--- src/rtl/reg_port_arbiter_if.sv ---
// Requester and downstream register-port signals of reg_port_arbiter.
// slave = arbiter side, master = requesters plus register file side.
interface reg_port_arbiter_if #(
  parameter int AW = 4,
  parameter int DW = 16,
  parameter int SW = 2
);
  logic [1:0]      req_i;
  logic [1:0]      we_i;
  logic [2*AW-1:0] addr_i;
  logic [2*DW-1:0] wdata_i;
  logic [2*SW-1:0] strb_i;
  logic [1:0]      ack_o;
  logic            err_o;
  logic [DW-1:0]   rdata_o;
  logic            reg_req;
  logic            reg_we;
  logic [AW-1:0]   reg_addr;
  logic [DW-1:0]   reg_wdata;
  logic [SW-1:0]   reg_strb;
  logic            reg_ack;
  logic [DW-1:0]   reg_rdata;
  logic            reg_err;

  modport slave (
    input  req_i, we_i, addr_i, wdata_i, strb_i,
    input  reg_ack, reg_rdata, reg_err,
    output ack_o, err_o, rdata_o,
    output reg_req, reg_we, reg_addr, reg_wdata, reg_strb
  );

  modport master (
    output req_i, we_i, addr_i, wdata_i, strb_i,
    output reg_ack, reg_rdata, reg_err,
    input  ack_o, err_o, rdata_o,
    input  reg_req, reg_we, reg_addr, reg_wdata, reg_strb
  );
endinterface

--- src/rtl/reg_port_arbiter.sv ---
// Round-robin share of one register port between ch0 (APB) and
// ch1 (SPI bridge), with address range check and access timeout.
module reg_port_arbiter #(
  parameter int AW       = 4,
  parameter int DW       = 16,
  parameter int SW       = 2,
  parameter int NUM_REGS = 4,
  parameter int TIMEOUT  = 16
) (
  input logic               pclk,
  input logic               preset,
  reg_port_arbiter_if.slave bus
);
  localparam int TW = $clog2(TIMEOUT);
  localparam logic [TW-1:0] TMAX = TW'(TIMEOUT - 1);
  localparam logic [AW:0]   NREG = (AW+1)'(NUM_REGS);

  typedef enum logic [1:0] {IDLE, ACCESS, RESP} state_t;

  state_t          r_state, w_state;
  logic            r_last, w_last;
  logic            r_win, w_win;
  logic [TW-1:0]   r_timer, w_timer;
  logic [1:0]      r_ack, w_ack;
  logic            r_err, w_err;
  logic [DW-1:0]   r_rdata, w_rdata;
  logic            r_req, w_req;
  logic            r_we, w_we;
  logic [AW-1:0]   r_addr, w_addr;
  logic [DW-1:0]   r_wdata, w_wdata;
  logic [SW-1:0]   r_strb, w_strb;

  logic            w_pick;
  logic            w_sel_we;
  logic [AW-1:0]   w_sel_addr;
  logic [DW-1:0]   w_sel_wdata;
  logic [SW-1:0]   w_sel_strb;

  // With both requesting, the channel not granted last time wins
  assign w_pick = (bus.req_i == 2'b11) ? ~r_last : bus.req_i[1];

  assign w_sel_we    = bus.we_i[w_pick];
  assign w_sel_addr  = w_pick ? bus.addr_i[2*AW-1:AW]
                              : bus.addr_i[AW-1:0];
  assign w_sel_wdata = w_pick ? bus.wdata_i[2*DW-1:DW]
                              : bus.wdata_i[DW-1:0];
  assign w_sel_strb  = w_pick ? bus.strb_i[2*SW-1:SW]
                              : bus.strb_i[SW-1:0];

  always_comb begin
    w_state = r_state;
    w_last  = r_last;
    w_win   = r_win;
    w_timer = r_timer;
    w_ack   = '0;
    w_err   = 1'b0;
    w_rdata = '0;
    w_req   = r_req;
    w_we    = r_we;
    w_addr  = r_addr;
    w_wdata = r_wdata;
    w_strb  = r_strb;
    unique case (r_state)
      IDLE: begin
        if (|bus.req_i) begin
          w_win  = w_pick;
          w_last = w_pick;
          if ({1'b0, w_sel_addr} < NREG) begin
            w_state = ACCESS;
            w_req   = 1'b1;
            w_we    = w_sel_we;
            w_addr  = w_sel_addr;
            w_wdata = w_sel_wdata;
            w_strb  = w_sel_we ? w_sel_strb : '0;
            w_timer = '0;
          end else begin
            w_state        = RESP;
            w_ack[w_pick]  = 1'b1;
            w_err          = 1'b1;
          end
        end
      end
      ACCESS: begin
        if (bus.reg_ack || r_timer == TMAX) begin
          w_state      = RESP;
          w_ack[r_win] = 1'b1;
          w_err        = bus.reg_ack ? bus.reg_err : 1'b1;
          w_rdata      = (bus.reg_ack && !bus.reg_err && !r_we)
                         ? bus.reg_rdata : '0;
          w_req        = 1'b0;
          w_we         = 1'b0;
          w_addr       = '0;
          w_wdata      = '0;
          w_strb       = '0;
        end else begin
          w_timer = r_timer + 1'b1;
        end
      end
      RESP:    w_state = IDLE;
      default: w_state = IDLE;
    endcase
  end

  always_ff @(posedge pclk) begin
    if (preset) begin
      r_state <= IDLE;
      r_last  <= 1'b1;
      r_win   <= 1'b0;
      r_timer <= '0;
      r_ack   <= '0;
      r_err   <= 1'b0;
      r_rdata <= '0;
      r_req   <= 1'b0;
      r_we    <= 1'b0;
      r_addr  <= '0;
      r_wdata <= '0;
      r_strb  <= '0;
    end else begin
      r_state <= w_state;
      r_last  <= w_last;
      r_win   <= w_win;
      r_timer <= w_timer;
      r_ack   <= w_ack;
      r_err   <= w_err;
      r_rdata <= w_rdata;
      r_req   <= w_req;
      r_we    <= w_we;
      r_addr  <= w_addr;
      r_wdata <= w_wdata;
      r_strb  <= w_strb;
    end
  end

  assign bus.ack_o     = r_ack;
  assign bus.err_o     = r_err;
  assign bus.rdata_o   = r_rdata;
  assign bus.reg_req   = r_req;
  assign bus.reg_we    = r_we;
  assign bus.reg_addr  = r_addr;
  assign bus.reg_wdata = r_wdata;
  assign bus.reg_strb  = r_strb;
endmodule

--- src/flat_wrapper.sv ---
// flat-port wrapper written by rule: the top's interface ports become plain ports
module reg_port_arbiter_flat 
#(
  parameter int AW       = 4,
  parameter int DW       = 16,
  parameter int SW       = 2,
  parameter int NUM_REGS = 4,
  parameter int TIMEOUT  = 16
)
  (pclk, preset, bus_req_i, bus_we_i, bus_addr_i, bus_wdata_i, bus_strb_i, bus_reg_ack, bus_reg_rdata, bus_reg_err, bus_ack_o, bus_err_o, bus_rdata_o, bus_reg_req, bus_reg_we, bus_reg_addr, bus_reg_wdata, bus_reg_strb);
  reg_port_arbiter_if #(.AW(AW), .DW(DW), .SW(SW)) bus_i ();
  input logic pclk;
  input logic preset;
  input wire logic [$bits(bus_i.req_i)-1:0] bus_req_i;
  input wire logic [$bits(bus_i.we_i)-1:0] bus_we_i;
  input wire logic [$bits(bus_i.addr_i)-1:0] bus_addr_i;
  input wire logic [$bits(bus_i.wdata_i)-1:0] bus_wdata_i;
  input wire logic [$bits(bus_i.strb_i)-1:0] bus_strb_i;
  input wire logic [$bits(bus_i.reg_ack)-1:0] bus_reg_ack;
  input wire logic [$bits(bus_i.reg_rdata)-1:0] bus_reg_rdata;
  input wire logic [$bits(bus_i.reg_err)-1:0] bus_reg_err;
  output wire logic [$bits(bus_i.ack_o)-1:0] bus_ack_o;
  output wire logic [$bits(bus_i.err_o)-1:0] bus_err_o;
  output wire logic [$bits(bus_i.rdata_o)-1:0] bus_rdata_o;
  output wire logic [$bits(bus_i.reg_req)-1:0] bus_reg_req;
  output wire logic [$bits(bus_i.reg_we)-1:0] bus_reg_we;
  output wire logic [$bits(bus_i.reg_addr)-1:0] bus_reg_addr;
  output wire logic [$bits(bus_i.reg_wdata)-1:0] bus_reg_wdata;
  output wire logic [$bits(bus_i.reg_strb)-1:0] bus_reg_strb;
  assign bus_i.req_i = bus_req_i;
  assign bus_i.we_i = bus_we_i;
  assign bus_i.addr_i = bus_addr_i;
  assign bus_i.wdata_i = bus_wdata_i;
  assign bus_i.strb_i = bus_strb_i;
  assign bus_i.reg_ack = bus_reg_ack;
  assign bus_i.reg_rdata = bus_reg_rdata;
  assign bus_i.reg_err = bus_reg_err;
  assign bus_ack_o = bus_i.ack_o;
  assign bus_err_o = bus_i.err_o;
  assign bus_rdata_o = bus_i.rdata_o;
  assign bus_reg_req = bus_i.reg_req;
  assign bus_reg_we = bus_i.reg_we;
  assign bus_reg_addr = bus_i.reg_addr;
  assign bus_reg_wdata = bus_i.reg_wdata;
  assign bus_reg_strb = bus_i.reg_strb;
  reg_port_arbiter #(.AW(AW), .DW(DW), .SW(SW), .NUM_REGS(NUM_REGS), .TIMEOUT(TIMEOUT)) u_core (.pclk(pclk), .preset(preset), .bus(bus_i));
endmodule
--- config.mk ---
export PLATFORM = sky130hd
export DESIGN_NAME = reg_port_arbiter_flat
export DESIGN_NICKNAME = d
export VERILOG_FILES = /design/src/rtl/reg_port_arbiter_if.sv /design/src/rtl/reg_port_arbiter.sv /design/src/flat_wrapper.sv
export SDC_FILE = /design/constraint.sdc
export NUM_CORES = 1
export LEC_CHECK = 0
export CORE_MARGIN = 4
export CORE_UTILIZATION = 43
export CTS_CLUSTER_SIZE = 14
export DETAILED_ROUTE_END_ITERATION = 8
export PLACE_DENSITY = 0.9
export SYNTH_ARGS = -nofsm -noshare
export SYNTH_HDL_FRONTEND = slang
export SYNTH_SLANG_ARGS = --single-unit
--- constraint.sdc ---
create_clock -name pclk -period 3.2 [get_ports pclk]
set_input_delay 0.48 -clock pclk [delete_from_list [all_inputs] [get_ports pclk]]
set_output_delay 0.48 -clock pclk [all_outputs]
set_load 0.005 [all_outputs]
After elaboration in Yosys (flattened, before gate mapping)
Cells that the tools add are included.
{ "word_totals": {"output_inout_bits": 43, "ff_bits": 51, "input_bits": 68} }
{ "classes": {"bitwise_logic": 4, "addsub": 1, "reduce_logical": 15, "n_eq_ne": 7, "magnitude_cmp": 5, "muxes": 47} }
{ "op_table": {"columns": ["op", "n"], "rows": [
  ["16-bit two-way mux", 4],
  ["16-bit one-hot mux with 2 select lines", 1],
  ["4-bit two-way mux", 7],
  ["2-bit two-way mux", 11],
  ["4-bit one-hot mux with 2 select lines", 2],
  ["1-bit two-way mux", 14],
  ["2-bit one-hot mux with 2 select lines", 3],
  ["4-bit AND reduction", 2],
  ["2-bit by 1-bit inequality test with 1-bit output, second input constant", 3],
  ["1-bit one-hot mux with 2 select lines", 3],
  ["4-bit by 1-bit adder with 4-bit output, second input constant", 1],
  ["4-bit equality test, second input constant", 1],
  ["1-bit logical AND", 4],
  ["1-bit by 2-bit < comparator with 1-bit output, second input constant", 2],
  ["4-bit by 3-bit < comparator with 1-bit output, second input constant", 1],
  ["1-bit inverter", 4],
  ["2-bit AND reduction", 2],
  ["4-bit OR reduction", 1],
  ["1-bit demux with 1-bit select", 2],
  ["2-bit by 1-bit equality test with 1-bit output, second input constant", 1],
  ["2-bit equality test, second input constant", 1],
  ["1-bit >= comparator, second input constant", 2],
  ["1-bit logical NOT", 2],
  ["2-bit logical NOT", 1],
  ["4 further kinds", 4]
]} }

Depth between registers and ports, before layout
Gate-level depths: netlist of run 1.
{ "depth": {"word_depth": 9, "depth_mapped": 7, "ltp_nobuf": 5} }

Worst setup path after synthesis of run 1
Ideal clock, no wire load.
{ "synth_path": {"path_kind": "reg-to-reg", "startpoint": "register u_core.r_timer[0]", "endpoint": "register u_core.r_addr[2], in the netlist u_core.bus.reg_addr[2]", "synth_period_minus_slack_ns": 1.555, "n_path_buf": 1, "arrival_time_ns": 1.496, "path_slack_ns": 1.645, "stages_incl_launch_ff": 7, "setup_time_ns": 0.059, "cell_sequence": "dfxtp_1 > ha_1 > a31oi_2 > nand2_1 > a41oi_2 > buf_4 > and2_1"} }
{ "synth_between": {"elab_chain_len": 4} }
{ "synth_rtl": {"columns": ["item", "line_no", "source"], "rows": [
  ["start: declaration", "reg_port_arbiter.sv:23", "logic [TW-1:0] r_timer, w_timer;"],
  ["start signal: assignment", "reg_port_arbiter.sv:122", "r_timer <= w_timer;"],
  ["4-bit equality test", "reg_port_arbiter.sv:84", "if (bus.reg_ack || r_timer == TMAX) begin"],
  ["1-bit logical OR", "reg_port_arbiter.sv:84", null],
  ["2-bit by 1-bit inequality test with 1-bit output (no source line)", null, null],
  ["4-bit AND reduction (no source line)", null, null],
  ["end signal: assignment", "reg_port_arbiter.sv:128", "r_addr <= w_addr;"],
  ["end: declaration", "reg_port_arbiter.sv:29", "logic [AW-1:0] r_addr, w_addr;"]
]} }
No other way between the ends.
A chain may end at the register's enable or synchronous reset.

Final worst setup path of run 1
{ "layout_path": {"startpoint": "input bus_addr_i[7]", "endpoint": "register u_core.r_addr[3], in the netlist u_core.bus.reg_addr[3]"} }
{ "layout_between": {"elab_chain_len": 4, "elab_cells_between_ends": 7, "cone_classes": "order compare (1); eq/ne (1); mux (4); reduce/logical (1)"} }
{ "layout_rtl": {"columns": ["item", "line_no", "source"], "rows": [
  ["start: declaration", "flat_wrapper.sv:16", "input wire logic [$bits(bus_i.addr_i)-1:0] bus_addr_i;"],
  ["4-bit two-way mux *", "reg_port_arbiter.sv:43", "assign w_sel_addr = w_pick ? bus.addr_i[2*AW-1:AW]"],
  ["4-bit by 3-bit < comparator with 1-bit output / 4-bit two-way mux (equally long branches)", "reg_port_arbiter.sv:68", "if ({1'b0, w_sel_addr} < NREG) begin"],
  ["2-bit by 1-bit inequality test with 1-bit output (no source line) / 4-bit two-way mux (equally long branches)", null, null],
  ["4-bit AND reduction (no source line) / 4-bit one-hot mux with 2 select lines (equally long branches)", null, null]
]} }
Every way passes the cells marked *; elsewhere a longest branch is shown, timed or not. The select of a mux whose other input is x is not followed.

==> metrics.txt, run 1 <==
# TYPE chip_impl_metric gauge
chip_impl_info{name="post-synth-top-count-cell",value="sky130_fd_sc_hd__dfxtp_1"} 1
chip_impl_metric{name="worst_ep_arrival_time",unit="ps"} 2890
chip_impl_metric{name="finalMaxSlewViolations",unit=""} 0
chip_impl_metric{name="cts_post_setup_buffers_inserted",unit=""} 0
chip_impl_metric{name="post_synth.cell_area_avg",unit="um^2"} 10.0
chip_impl_metric{name="total_cts_buffers",unit=""} 5
chip_impl_metric{name="layout-drive-gt1-share",unit=""} 0.0625
chip_impl_metric{name="insertion_delay",unit="ps"} 300
chip_impl_metric{name="drt_pre_antenna_iters",unit=""} 4
chip_impl_metric{name="grt_max_degree",unit=""} 22
chip_impl_metric{name="maxCapViolations",unit=""} 0
chip_impl_metric{name="grt_first_pass_wirelength",unit="um"} 9650
chip_impl_info{name="cell_type_with_the_highest_aggregate_area_in_the_netlist",value="sky130_fd_sc_hd__dfxtp_1"} 1
chip_impl_info{name="critPathLaunchType",value="input port"} 1
chip_impl_metric{name="cts_htree_levels",unit=""} 2
chip_impl_metric{name="place_congestion",unit=""} 0.819
chip_impl_metric{name="routed_wl",unit="um"} 6150
chip_impl_metric{name="setup_slack_on_the_worst_flop_to_flop_path",unit="ps"} 910
chip_impl_metric{name="timing_worst_slew_pin_value",unit="ps"} 1080
chip_impl_metric{name="yosysSeqAreaShare",unit=""} 0.470
chip_impl_metric{name="synth_edf_count",unit=""} 0
chip_impl_metric{name="finalSetupViolCount",unit=""} 0
chip_impl_metric{name="finClkSkew",unit="ps"} 8.24
chip_impl_metric{name="mapped_nets",unit=""} 286
chip_impl_info{name="critical_path.endpoint_type",value="register"} 1
chip_impl_metric{name="cts_resized",unit=""} 0
chip_impl_metric{name="finalWorstPathRequiredPeriod",unit="ps"} 2700
chip_impl_metric{name="finalSetupTns",unit="ps"} 0
chip_impl_metric{name="start_util",unit=""} 0.451
chip_impl_metric{name="route.detailed.drc",unit=""} 0
chip_impl_metric{name="port_buffers",unit=""} 110
chip_impl_metric{name="achievable_frequency",unit="GHz"} 0.370
chip_impl_info{name="dominantRegCellSynth",value="sky130_fd_sc_hd__dfxtp_1"} 1
chip_impl_info{name="rsz0062_at_grt",value="false"} 1
chip_impl_metric{name="cts_sinks",unit=""} 51
chip_impl_metric{name="layout.nets",unit=""} 389
chip_impl_metric{name="final_min_period_over_clock_period",unit=""} 0.844
chip_impl_metric{name="antenna_found_initial",unit=""} 0
chip_impl_metric{name="fin_hold_ws",unit="ps"} 476
chip_impl_metric{name="die_x",unit="um"} 79.1
chip_impl_metric{name="finalHoldViolations",unit=""} 0
chip_impl_metric{name="die-height",unit="um"} 79.1
chip_impl_metric{name="yosysUniqueCellTypes",unit=""} 41
chip_impl_info{name="min-delay-path-class",value="register to register"} 1
chip_impl_metric{name="holdBufCountCts",unit=""} 0
chip_impl_info{name="ctsRootBufferMaster",value="sky130_fd_sc_hd__clkbuf_8"} 1
chip_impl_info{name="path_class",value="input port to register"} 1
chip_impl_metric{name="slew_headroom",unit=""} 0.276
chip_impl_metric{name="flow.area_growth_from_synthesis",unit="%"} 55.5
chip_impl_metric{name="cts_buffer_depth",unit=""} 2
chip_impl_metric{name="fillers",unit=""} 382
chip_impl_metric{name="clkTransAtPathRegs",unit="ps"} 90
chip_impl_metric{name="post_synth_instance_area",unit="mm^2"} 0.00217
chip_impl_metric{name="vias_per_cell",unit=""} 5.40
chip_impl_metric{name="placementRows",unit=""} 25
chip_impl_metric{name="multi_input_area",unit="mm^2"} 0.00104
chip_impl_metric{name="ant_nets",unit=""} 0
chip_impl_metric{name="placeableCoreArea",unit="mm^2"} 0.00482
chip_impl_metric{name="postLayoutSetupSlackWorst",unit="ps"} 499
chip_impl_info{name="run_status",value="complete, no violations"} 1
chip_impl_metric{name="ys_ff_latch",unit=""} 51
chip_impl_metric{name="post_detail_place_hpwl",unit="um"} 4620
chip_impl_metric{name="required_arrival_time_at_the_worst_endpoint",unit="ps"} 3390
chip_impl_info{name="synth_top_cells_by_count",value="51 x sky130_fd_sc_hd__dfxtp_1, 19 x sky130_fd_sc_hd__a31oi_1, 19 x sky130_fd_sc_hd__o2bb2ai_1"} 1
chip_impl_metric{name="area.sequential",unit="mm^2"} 0.00102
chip_impl_metric{name="grt-ovfl-total",unit=""} 0
chip_impl_metric{name="critical_path.max_fanout",unit=""} 21
chip_impl_metric{name="synth_warnings",unit=""} 0
chip_impl_metric{name="num_antenna_cells",unit=""} 0
chip_impl_metric{name="synth_cells",unit=""} 217
chip_impl_metric{name="synth.top_cell.area_share",unit=""} 0.470
chip_impl_metric{name="worst_ir_drop_vdd",unit="V"} 0.000338
chip_impl_metric{name="final_design_area_no_fill",unit="mm^2"} 0.00338
chip_impl_metric{name="dp_slack",unit="ps"} 200
chip_impl_metric{name="static-leakage-power",unit="uW"} 0.00126
chip_impl_metric{name="vias_in_the_first_global_route",unit=""} 2007
chip_impl_metric{name="routed_wire_length_per_instance",unit="um"} 15.9
chip_impl_metric{name="io_pins",unit=""} 111
chip_impl_info{name="tritoncts_clock_tree",value="yes"} 1
chip_impl_metric{name="grtUsageTotal",unit=""} 0.196
chip_impl_metric{name="placement.cell_area",unit="mm^2"} 0.00328
chip_impl_metric{name="die-area",unit="mm^2"} 0.00626
chip_impl_metric{name="async_reset_ff_frac",unit=""} 0
chip_impl_metric{name="dr_total_vias",unit=""} 2089
chip_impl_info{name="post_synth_main_area_contributors",value="sky130_fd_sc_hd__dfxtp_1 47%, sky130_fd_sc_hd__o2bb2ai_1 7.7%, sky130_fd_sc_hd__a31oi_1 5.5%, sky130_fd_sc_hd__and2_1 5.2%, sky130_fd_sc_hd__and3_1 5.2%"} 1
chip_impl_metric{name="drt-initial-drc-count",unit=""} 163
chip_impl_metric{name="power-per-cell-area",unit="mW/mm^2"} 406
kinds of logic (layout without fill, tap and decap cells):
logic type	Yosys count	in the layout	synth area share
AO/OA/AOI/OAI	62	62	0.226
adder cells (fa/ha/maj)	1	1	0.00575
buffers and inverters	21	124	0.0541
flip-flops	51	51	0.470
multiplexers	7	7	0.0339
AND/OR/NAND/NOR	75	75	0.211
critical path, cell delays in order:
cell                              delay [ps]
sky130_fd_sc_hd__clkdlybuf4s50_1         400
sky130_fd_sc_hd__nor2_1                  830
sky130_fd_sc_hd__nand4b_1                280
sky130_fd_sc_hd__a41oi_2                 520
sky130_fd_sc_hd__and2_1                  370
path summary, 6_finish.rpt:
kind / start / endpoint / depth (start not counted)
worst min-delay path: u_core.bus.reg_addr[2] / u_core.bus.reg_addr[2] / 1
worst max register to register: u_core.r_timer[0] / u_core.bus.reg_addr[3] / 5
worst max-delay path: bus_addr_i[7] / u_core.bus.reg_addr[3] / 5
worst min register to register: u_core.bus.reg_addr[2] / u_core.bus.reg_addr[2] / 1
area by class of cell:
cell class | instances | area share
well taps | 67 | 0.0248
clock buffers | 5 | 0.0203
multi-input cells | 145 | 0.306
inverters | 5 | 0.00555
clock inverters | 2 | 0.0111
flip-flops and latches | 51 | 0.302
repair buffers | 112 | 0.330
report_power, final:
part / switching, uW / internal (uW)
Sequential: 22.6 / 660
Combinational: 110 / 151
Clock: 202 / 229
Total: 334 / 1040
per-layer routing:
metal,up-vias,global-route usage,wire length [um]
met1,971,0.232,2390
met5,-,0,0
met3,7,0.0782,653
met2,95,0.325,3030
li1,1016,-,-
met4,0,0.0601,82
registers in the layout (all words and copies together) (netlist names):
name	cells
u_core.bus.ack_o	2
u_core.bus.err_o	1
u_core.bus.rdata_o	16
u_core.bus.reg_addr	4
u_core.bus.reg_req	1
u_core.bus.reg_strb	2
u_core.bus.reg_wdata	16
u_core.bus.reg_we	1
u_core.r_last	1
u_core.r_state	2
u_core.r_timer	4
u_core.r_win	1
through the flow:
| stage | power [uW] | utilization | instances |
|---|---|---|---|
| 2_1_floorplan | 815 | - | 217 |
| 3_3_place_gp | 950 | 0.680 | 380 |
| 3_5_place_dp | 957 | 0.680 | 380 |
| 4_1_cts | 1380 | 0.702 | 387 |
| 5_1_grt | 1430 | 0.702 | 387 |
| 6_report | 1370 | 0.702 | 387 |
layout by cell type (no fill, tap or decap), types with 4 or more instances in the layout:
cell type | Yosys | routed
sky130_fd_sc_hd__and3_1 | 18 | 18
sky130_fd_sc_hd__dfxtp_1 | 51 | 51
sky130_fd_sc_hd__clkbuf_8 | 0 | 5
sky130_fd_sc_hd__nand2_1 | 7 | 7
sky130_fd_sc_hd__a21oi_1 | 7 | 7
sky130_fd_sc_hd__o2bb2ai_1 | 19 | 19
sky130_fd_sc_hd__clkdlybuf4s50_1 | 0 | 110
sky130_fd_sc_hd__a31oi_1 | 19 | 19
sky130_fd_sc_hd__nor2_1 | 9 | 9
sky130_fd_sc_hd__mux2i_1 | 4 | 4
sky130_fd_sc_hd__inv_1 | 5 | 5
sky130_fd_sc_hd__nand2b_1 | 6 | 6
sky130_fd_sc_hd__and2_1 | 18 | 18
Note: power is estimated with default switching activity, not from simulation.
==> run 2, diff against run 1 <==
--- a/config.mk
+++ b/config.mk
@@ -6,10 +6,10 @@
 export NUM_CORES = 1
 export LEC_CHECK = 0
 export CORE_MARGIN = 4
-export CORE_UTILIZATION = 43
+export CORE_UTILIZATION = 40
 export CTS_CLUSTER_SIZE = 14
 export DETAILED_ROUTE_END_ITERATION = 8
-export PLACE_DENSITY = 0.9
+export PLACE_DENSITY = 0.85
 export SYNTH_ARGS = -nofsm -noshare
 export SYNTH_HDL_FRONTEND = slang
 export SYNTH_SLANG_ARGS = --single-unit
==> constraint.sdc (replaced) <==
create_clock -name pclk -period 2.83 [get_ports pclk]
set_input_delay 0.4245 -clock pclk [delete_from_list [all_inputs] [get_ports pclk]]
set_output_delay 0.4245 -clock pclk [all_outputs]
set_load 0.005 [all_outputs]
==> run 2 against run 1 <==
  * Via count shrank 2.1%
  * Cell area grew 0.26%
  * Die area grew 6.7%
  * Wire length grew 0.13%
  * Worst setup slack gained 210 ps
  * Flip-flop and latch count is the same
  * Total power grew 8.9%
  * Combinational power grew 15%
  * Clock skew grew 3.1 ps
  * Critical endpoint is now u_core.r_timer[1]
  * Highest routed layer unchanged
==> metrics.txt, run 2 (synthesis gave the netlist of run 1 again) <==
# TYPE chip_impl_metric gauge
chip_impl_info{name="min-delay-path-class",value="register to register"} 1
chip_impl_metric{name="power-per-cell-area",unit="mW/mm^2"} 441
chip_impl_metric{name="critical_path.max_fanout",unit=""} 12
chip_impl_metric{name="min_path_cells",unit=""} 1
chip_impl_metric{name="cts_sinks",unit=""} 51
chip_impl_metric{name="slew_headroom",unit=""} 0.511
chip_impl_metric{name="vias_per_cell",unit=""} 5.19
chip_impl_metric{name="grtUsageTotal",unit=""} 0.184
chip_impl_metric{name="worst_r2r_path_depth",unit=""} 6
chip_impl_metric{name="timing.critical_path.slowest_cell_delay",unit="ps"} 590
chip_impl_info{name="path_class",value="input port to register"} 1
chip_impl_metric{name="finalSetupViolCount",unit=""} 0
chip_impl_metric{name="die_x",unit="um"} 81.7
chip_impl_metric{name="finalHoldViolations",unit=""} 0
chip_impl_metric{name="post_detail_place_hpwl",unit="um"} 4630
chip_impl_metric{name="final_min_period_over_clock_period",unit=""} 0.751
chip_impl_metric{name="grt-ovfl-total",unit=""} 0
chip_impl_metric{name="io_pins",unit=""} 111
chip_impl_metric{name="ant_nets",unit=""} 0
chip_impl_info{name="critical-path-slowest-cell",value="sky130_fd_sc_hd__clkdlybuf4s50_1"} 1
chip_impl_metric{name="finClkSkew",unit="ps"} 11.3
chip_impl_metric{name="layout-drive-gt1-share",unit=""} 0.0710
chip_impl_info{name="timing.critical_path.from",value="bus_req_i[1]"} 1
chip_impl_info{name="timing.critical_path.cells",value="clkdlybuf4s50_1 -> a21boi_4 -> mux2i_1 -> o21ai_2 -> a221oi_2"} 1
chip_impl_metric{name="route.detailed.drc",unit=""} 0
chip_impl_metric{name="cts_buffer_depth",unit=""} 2
chip_impl_metric{name="required_arrival_time_at_the_worst_endpoint",unit="ps"} 3050
chip_impl_metric{name="worst_ep_arrival_time",unit="ps"} 2350
chip_impl_info{name="cpLargestDelayFamily",value="compound AO/OA/AOI/OAI gates"} 1
chip_impl_metric{name="antenna_found_initial",unit=""} 0
chip_impl_info{name="ctsRootBufferMaster",value="sky130_fd_sc_hd__clkbuf_8"} 1
chip_impl_info{name="hold_crit_start",value="u_core.bus.reg_wdata[14]"} 1
chip_impl_metric{name="clkTransAtPathRegs",unit="ps"} 90
chip_impl_metric{name="port_buffers",unit=""} 110
chip_impl_metric{name="cts_htree_levels",unit=""} 2
chip_impl_metric{name="timing_worst_slew_pin_value",unit="ps"} 733
chip_impl_info{name="critical_path.reg2reg.startpoint",value="u_core.r_timer[0]"} 1
chip_impl_metric{name="finalWorstPathRequiredPeriod",unit="ps"} 2120
chip_impl_metric{name="layout.nets",unit=""} 392
chip_impl_metric{name="placementRows",unit=""} 26
chip_impl_metric{name="achievable_frequency",unit="GHz"} 0.471
chip_impl_info{name="rr_endpoint",value="u_core.bus.reg_wdata[7]"} 1
chip_impl_metric{name="start_util",unit=""} 0.420
chip_impl_metric{name="holdBufCountCts",unit=""} 0
chip_impl_metric{name="critical_path_cell_count",unit=""} 5
chip_impl_metric{name="flow.area_growth_from_synthesis",unit="%"} 55.9
chip_impl_metric{name="worst_ir_drop_vdd",unit="V"} 0.000351
chip_impl_metric{name="cts_post_setup_buffers_inserted",unit=""} 0
chip_impl_metric{name="worst_path_buffer_plus_inverter_count",unit=""} 1
chip_impl_info{name="run_status",value="complete, no violations"} 1
chip_impl_metric{name="drt_pre_antenna_iters",unit=""} 4
chip_impl_metric{name="routed_wire_length_per_instance",unit="um"} 15.6
chip_impl_metric{name="vias_in_the_first_global_route",unit=""} 2011
chip_impl_metric{name="multi_input_area",unit="mm^2"} 0.00104
chip_impl_metric{name="setup_slack_on_the_worst_flop_to_flop_path",unit="ps"} 950
chip_impl_metric{name="die-area",unit="mm^2"} 0.00668
chip_impl_metric{name="placeableCoreArea",unit="mm^2"} 0.00517
chip_impl_metric{name="total_cts_buffers",unit=""} 5
chip_impl_metric{name="routed_wl",unit="um"} 6160
chip_impl_metric{name="dr_total_vias",unit=""} 2045
chip_impl_metric{name="cts_resized",unit=""} 0
chip_impl_metric{name="num_antenna_cells",unit=""} 0
chip_impl_metric{name="finalSetupTns",unit="ps"} 0
chip_impl_metric{name="finalMaxSlewViolations",unit=""} 0
chip_impl_metric{name="placement.cell_area",unit="mm^2"} 0.00330
chip_impl_metric{name="area.sequential",unit="mm^2"} 0.00102
chip_impl_info{name="rsz0062_at_grt",value="false"} 1
chip_impl_info{name="critical_path.endpoint_type",value="register"} 1
chip_impl_metric{name="place_congestion",unit=""} 0.816
chip_impl_metric{name="grt_first_pass_wirelength",unit="um"} 9530
chip_impl_metric{name="final_design_area_no_fill",unit="mm^2"} 0.00339
chip_impl_metric{name="static-leakage-power",unit="uW"} 0.00127
chip_impl_metric{name="grt_max_degree",unit=""} 22
chip_impl_metric{name="drt-initial-drc-count",unit=""} 96
chip_impl_info{name="critPathLaunchType",value="input port"} 1
chip_impl_info{name="layout_common_cells",value="110 x sky130_fd_sc_hd__clkdlybuf4s50_1, 51 x sky130_fd_sc_hd__dfxtp_1, 19 x sky130_fd_sc_hd__a31oi_1, 19 x sky130_fd_sc_hd__o2bb2ai_1"} 1
chip_impl_info{name="mostFrequentLayoutCell",value="sky130_fd_sc_hd__clkdlybuf4s50_1"} 1
chip_impl_info{name="worst_case_hold_path_end_point",value="u_core.bus.reg_wdata[14]"} 1
chip_impl_metric{name="fillers",unit=""} 427
chip_impl_info{name="tritoncts_clock_tree",value="yes"} 1
chip_impl_metric{name="maxCapViolations",unit=""} 0
chip_impl_metric{name="die-height",unit="um"} 81.7
chip_impl_metric{name="insertion_delay",unit="ps"} 310
chip_impl_metric{name="fin_hold_ws",unit="ps"} 471
run 2: routing by layer:
metal | track usage | vias up | share of wire
met5 | 0 | - | 0
met3 | 0.0735 | 8 | 0.095
met4 | 0.0548 | 0 | 0.017
met1 | 0.226 | 945 | 0.43
li1 | - | 1015 | -
met2 | 0.294 | 77 | 0.46
run 2: through the flow:
stage                util  total power (uW)  instances  setup WS, ps
floorplan               -               921        217          1280
finish              0.656              1500        394           706
global placement    0.638              1080        386           493
global route        0.656              1570        394           514
CTS                 0.656              1510        394           734
detailed placement  0.638              1090        386           415
run 2: power breakdown:
part | switching [uW] | total (uW) | internal (uW)
sequential | 24.6 | 771 | 746
combinational | 125 | 300 | 175
clock | 248 | 426 | 178
run 2: how the worst max path moves through the flow:
stage                             end  slack (ps)
6_report            u_core.r_timer[1]         710
5_1_grt             u_core.r_timer[1]         510
4_1_cts             u_core.r_timer[1]         730
3_5_place_dp        u_core.r_timer[1]         420
3_3_place_gp        u_core.r_timer[1]         490
2_1_floorplan  u_core.bus.reg_addr[2]        1280
run 2: layout make-up:
type / count / share of cell area
clock inverters: 2 / 0.00480
well taps: 70 / 0.0258
repair buffers: 115 / 0.336
inverters: 5 / 0.00554
clock buffers: 6 / 0.0214
multi-input cells: 145 / 0.306
flip-flops and latches: 51 / 0.301
run 2: worst register-to-register path, cell delays in order (launching register included):
cell and delay [ps]:
sky130_fd_sc_hd__dfxtp_1 370, sky130_fd_sc_hd__ha_1 270, sky130_fd_sc_hd__a31oi_2 380, sky130_fd_sc_hd__nand2_1 160, sky130_fd_sc_hd__a41oi_2 190, sky130_fd_sc_hd__buf_4 280
sky130_fd_sc_hd__o2bb2ai_1 150
==> run 3, diff against run 2 <==
--- a/config.mk
+++ b/config.mk
@@ -6,10 +6,10 @@
 export NUM_CORES = 1
 export LEC_CHECK = 0
 export CORE_MARGIN = 4
-export CORE_UTILIZATION = 40
+export CORE_UTILIZATION = 36
 export CTS_CLUSTER_SIZE = 14
 export DETAILED_ROUTE_END_ITERATION = 8
-export PLACE_DENSITY = 0.85
+export PLACE_DENSITY = 0.81
 export SYNTH_ARGS = -nofsm -noshare
 export SYNTH_HDL_FRONTEND = slang
 export SYNTH_SLANG_ARGS = --single-unit
==> constraint.sdc (replaced) <==
create_clock -name pclk -period 1.8 [get_ports pclk]
set_input_delay 0.27 -clock pclk [delete_from_list [all_inputs] [get_ports pclk]]
set_output_delay 0.27 -clock pclk [all_outputs]
set_load 0.005 [all_outputs]
==> run 3 against run 2 <==
  * Total power increased by 77%
  * Flip-flop and latch count unchanged
  * Register-to-register slack got worse by 820 ps
  * Clock power increased by 120%
  * Utilization decreased by 4.9 points
  * Wire length increased by 4.2%
  * Sequential power increased by 57%
  * Via count increased by 4.9%
  * Die area increased by 10%
  * First-iteration DRC count decreased by 22%
==> metrics.txt, run 3 (synthesis gave the netlist of run 1 again) <==
# TYPE chip_impl_metric gauge
chip_impl_info{name="run_status",value="complete, no violations"} 1
chip_impl_metric{name="dr_total_vias",unit=""} 2145
chip_impl_metric{name="vias_in_the_first_global_route",unit=""} 2214
chip_impl_metric{name="finClkSkew",unit="ps"} 4.25
chip_impl_info{name="worst_case_hold_path_end_point",value="u_core.bus.reg_wdata[8]"} 1
chip_impl_metric{name="slew_headroom",unit=""} 0.724
chip_impl_metric{name="routed_wl",unit="um"} 6420
chip_impl_info{name="rsz0062_at_grt",value="false"} 1
chip_impl_info{name="layout_common_cells",value="110 x sky130_fd_sc_hd__clkdlybuf4s50_1, 51 x sky130_fd_sc_hd__dfxtp_1, 19 x sky130_fd_sc_hd__a31oi_1, 19 x sky130_fd_sc_hd__o2bb2ai_1"} 1
chip_impl_metric{name="area.sequential",unit="mm^2"} 0.00102
chip_impl_metric{name="placeableCoreArea",unit="mm^2"} 0.00589
chip_impl_metric{name="place_congestion",unit=""} 0.775
chip_impl_metric{name="worst_ep_arrival_time",unit="ps"} 1890
chip_impl_metric{name="fillers",unit=""} 522
chip_impl_metric{name="finalHoldViolations",unit=""} 0
chip_impl_metric{name="ant_nets",unit=""} 0
chip_impl_metric{name="worst_r2r_path_depth",unit=""} 5
chip_impl_metric{name="die-height",unit="um"} 85.7
chip_impl_metric{name="drt-initial-drc-count",unit=""} 75
chip_impl_metric{name="port_buffers",unit=""} 110
chip_impl_metric{name="achievable_frequency",unit="GHz"} 0.598
chip_impl_metric{name="total_cts_buffers",unit=""} 5
chip_impl_metric{name="layout-drive-gt1-share",unit=""} 0.104
chip_impl_info{name="critical_path.reg2reg.startpoint",value="u_core.r_state[0]"} 1
chip_impl_metric{name="finalSetupViolCount",unit=""} 0
chip_impl_metric{name="cts_post_setup_buffers_inserted",unit=""} 0
chip_impl_metric{name="layout.nets",unit=""} 404
chip_impl_metric{name="setup_slack_on_the_worst_flop_to_flop_path",unit="ps"} 130
chip_impl_info{name="mostFrequentLayoutCell",value="sky130_fd_sc_hd__clkdlybuf4s50_1"} 1
chip_impl_info{name="min-delay-path-class",value="register to register"} 1
chip_impl_metric{name="final_cell_count_no_fill",unit=""} 411
chip_impl_metric{name="die_x",unit="um"} 85.7
chip_impl_metric{name="vias_per_cell",unit=""} 5.22
chip_impl_info{name="hold_crit_start",value="u_core.bus.reg_wdata[8]"} 1
chip_impl_metric{name="min_path_cells",unit=""} 1
chip_impl_metric{name="final_min_period_over_clock_period",unit=""} 0.929
chip_impl_metric{name="power-per-cell-area",unit="mW/mm^2"} 744
chip_impl_metric{name="grtUsageMet1",unit=""} 0.208
chip_impl_info{name="busiest_grt_layer",value="met2"} 1
chip_impl_metric{name="place_inst",unit=""} 403
chip_impl_metric{name="finalWorstPathRequiredPeriod",unit="ps"} 1670
chip_impl_metric{name="required_arrival_time_at_the_worst_endpoint",unit="ps"} 2020
chip_impl_metric{name="start_util",unit=""} 0.369
chip_impl_metric{name="grtUsageTotal",unit=""} 0.171
chip_impl_metric{name="insertion_delay",unit="ps"} 290
chip_impl_metric{name="gr_layer_usage_met3",unit=""} 0.0432
chip_impl_metric{name="drt_pre_antenna_iters",unit=""} 4
chip_impl_metric{name="timing_worst_slew_pin_value",unit="ps"} 413
chip_impl_metric{name="route.detailed.drc",unit=""} 0
chip_impl_metric{name="cts_resized",unit=""} 0
chip_impl_info{name="critPathLaunchType",value="register"} 1
chip_impl_metric{name="critical_path.max_fanout",unit=""} 21
chip_impl_metric{name="clkTransAtPathRegs",unit="ps"} 90
chip_impl_metric{name="multi_input_area",unit="mm^2"} 0.00104
chip_impl_info{name="ctsRootBufferMaster",value="sky130_fd_sc_hd__clkbuf_8"} 1
chip_impl_metric{name="antenna_found_initial",unit=""} 0
chip_impl_metric{name="grt_max_degree",unit=""} 22
chip_impl_metric{name="worst_ir_drop_vdd",unit="V"} 0.000553
chip_impl_info{name="rr_endpoint",value="u_core.bus.reg_addr[0]"} 1
chip_impl_metric{name="grt-ovfl-total",unit=""} 0
chip_impl_metric{name="gr-usage-met2",unit=""} 0.302
chip_impl_info{name="critical_path.endpoint_type",value="register"} 1
chip_impl_metric{name="placementRows",unit=""} 28
chip_impl_metric{name="routed_wire_length_per_instance",unit="um"} 15.6
chip_impl_metric{name="post_detail_place_hpwl",unit="um"} 4920
chip_impl_metric{name="holdBufCountCts",unit=""} 0
chip_impl_metric{name="maxCapViolations",unit=""} 0
chip_impl_metric{name="cts_buffer_depth",unit=""} 2
chip_impl_metric{name="num_antenna_cells",unit=""} 0
chip_impl_metric{name="cts_htree_levels",unit=""} 2
chip_impl_metric{name="cts_sinks",unit=""} 51
chip_impl_info{name="path_class",value="register to register"} 1
chip_impl_metric{name="finalMaxSlewViolations",unit=""} 0
chip_impl_metric{name="static-leakage-power",unit="uW"} 0.00136
chip_impl_info{name="tritoncts_clock_tree",value="yes"} 1
chip_impl_metric{name="grt_first_pass_wirelength",unit="um"} 10400
chip_impl_metric{name="die-area",unit="mm^2"} 0.00735
chip_impl_metric{name="flow.area_growth_from_synthesis",unit="%"} 64.1
chip_impl_metric{name="finalSetupTns",unit="ps"} 0
chip_impl_metric{name="io_pins",unit=""} 111
chip_impl_metric{name="total_power",unit="uW"} 2650
run 3: changes by cell type in the layout (fill, tap and decap cells not counted):
cell,delta
sky130_fd_sc_hd__buf_12,+3
sky130_fd_sc_hd__buf_4,+9
sky130_fd_sc_hd__bufinv_16,+2
sky130_fd_sc_hd__clkinvlp_4,-1
sky130_fd_sc_hd__inv_6,-1
run 3: worst max path at each step:
stage,startpoint,endpoint,slack [ps],depth (start not counted)
3_3_place_gp,bus_req_i[0],u_core.bus.reg_addr[3],-10,6
3_5_place_dp,bus_req_i[0],u_core.bus.reg_addr[0],-70,6
5_1_grt,u_core.r_state[0],u_core.bus.reg_wdata[8],20,5
2_1_floorplan,u_core.r_timer[0],u_core.bus.reg_addr[2],250,6
4_1_cts,u_core.r_state[0],u_core.bus.reg_addr[0],110,5
6_report,u_core.r_state[0],u_core.bus.reg_addr[0],130,5
run 3: per-layer routing:
metal,wire [um],up-vias,part of all wire
li1,-,1042,-
met2,3220,77,0.50
met5,0,-,0
met1,2650,1018,0.41
met3,468,8,0.073
met4,86,0,0.013
run 3: per-stage QoR:
step | instance area, um^2 | setup WS [ps] | hold WS, ps | util
after CTS | 3570 | 105 | 473 | 0.606
after global routing | 3570 | 16.6 | 488 | 0.606
after detailed placement | 3440 | -71.0 | 446 | 0.584
after floorplan | 2170 | 245 | 392 | -
final | 3570 | 128 | 467 | 0.606
after global placement | 3440 | -13.6 | 445 | 0.584
run 3: area by class of cell:
class / instances / area share
multi-input cells: 145 / 0.290
clock buffers: 6 / 0.0203
clock inverters: 2 / 0.0168
flip-flops and latches: 51 / 0.286
well taps: 75 / 0.0263
repair buffers: 127 / 0.355
inverters: 5 / 0.00526
run 3: critical path: stages, from the launching register on:
cell and delay [ps]:
sky130_fd_sc_hd__dfxtp_1 580, sky130_fd_sc_hd__nor2b_1 310, sky130_fd_sc_hd__nand2_1 150, sky130_fd_sc_hd__a41oi_2 240, sky130_fd_sc_hd__buf_12 190, sky130_fd_sc_hd__o2bb2ai_1 130
run 3: power by group:
group          switching, uW  internal (uW)  total, uW
combinational            206            314        520
clock                    366            556        921
sequential              39.8           1170       1210
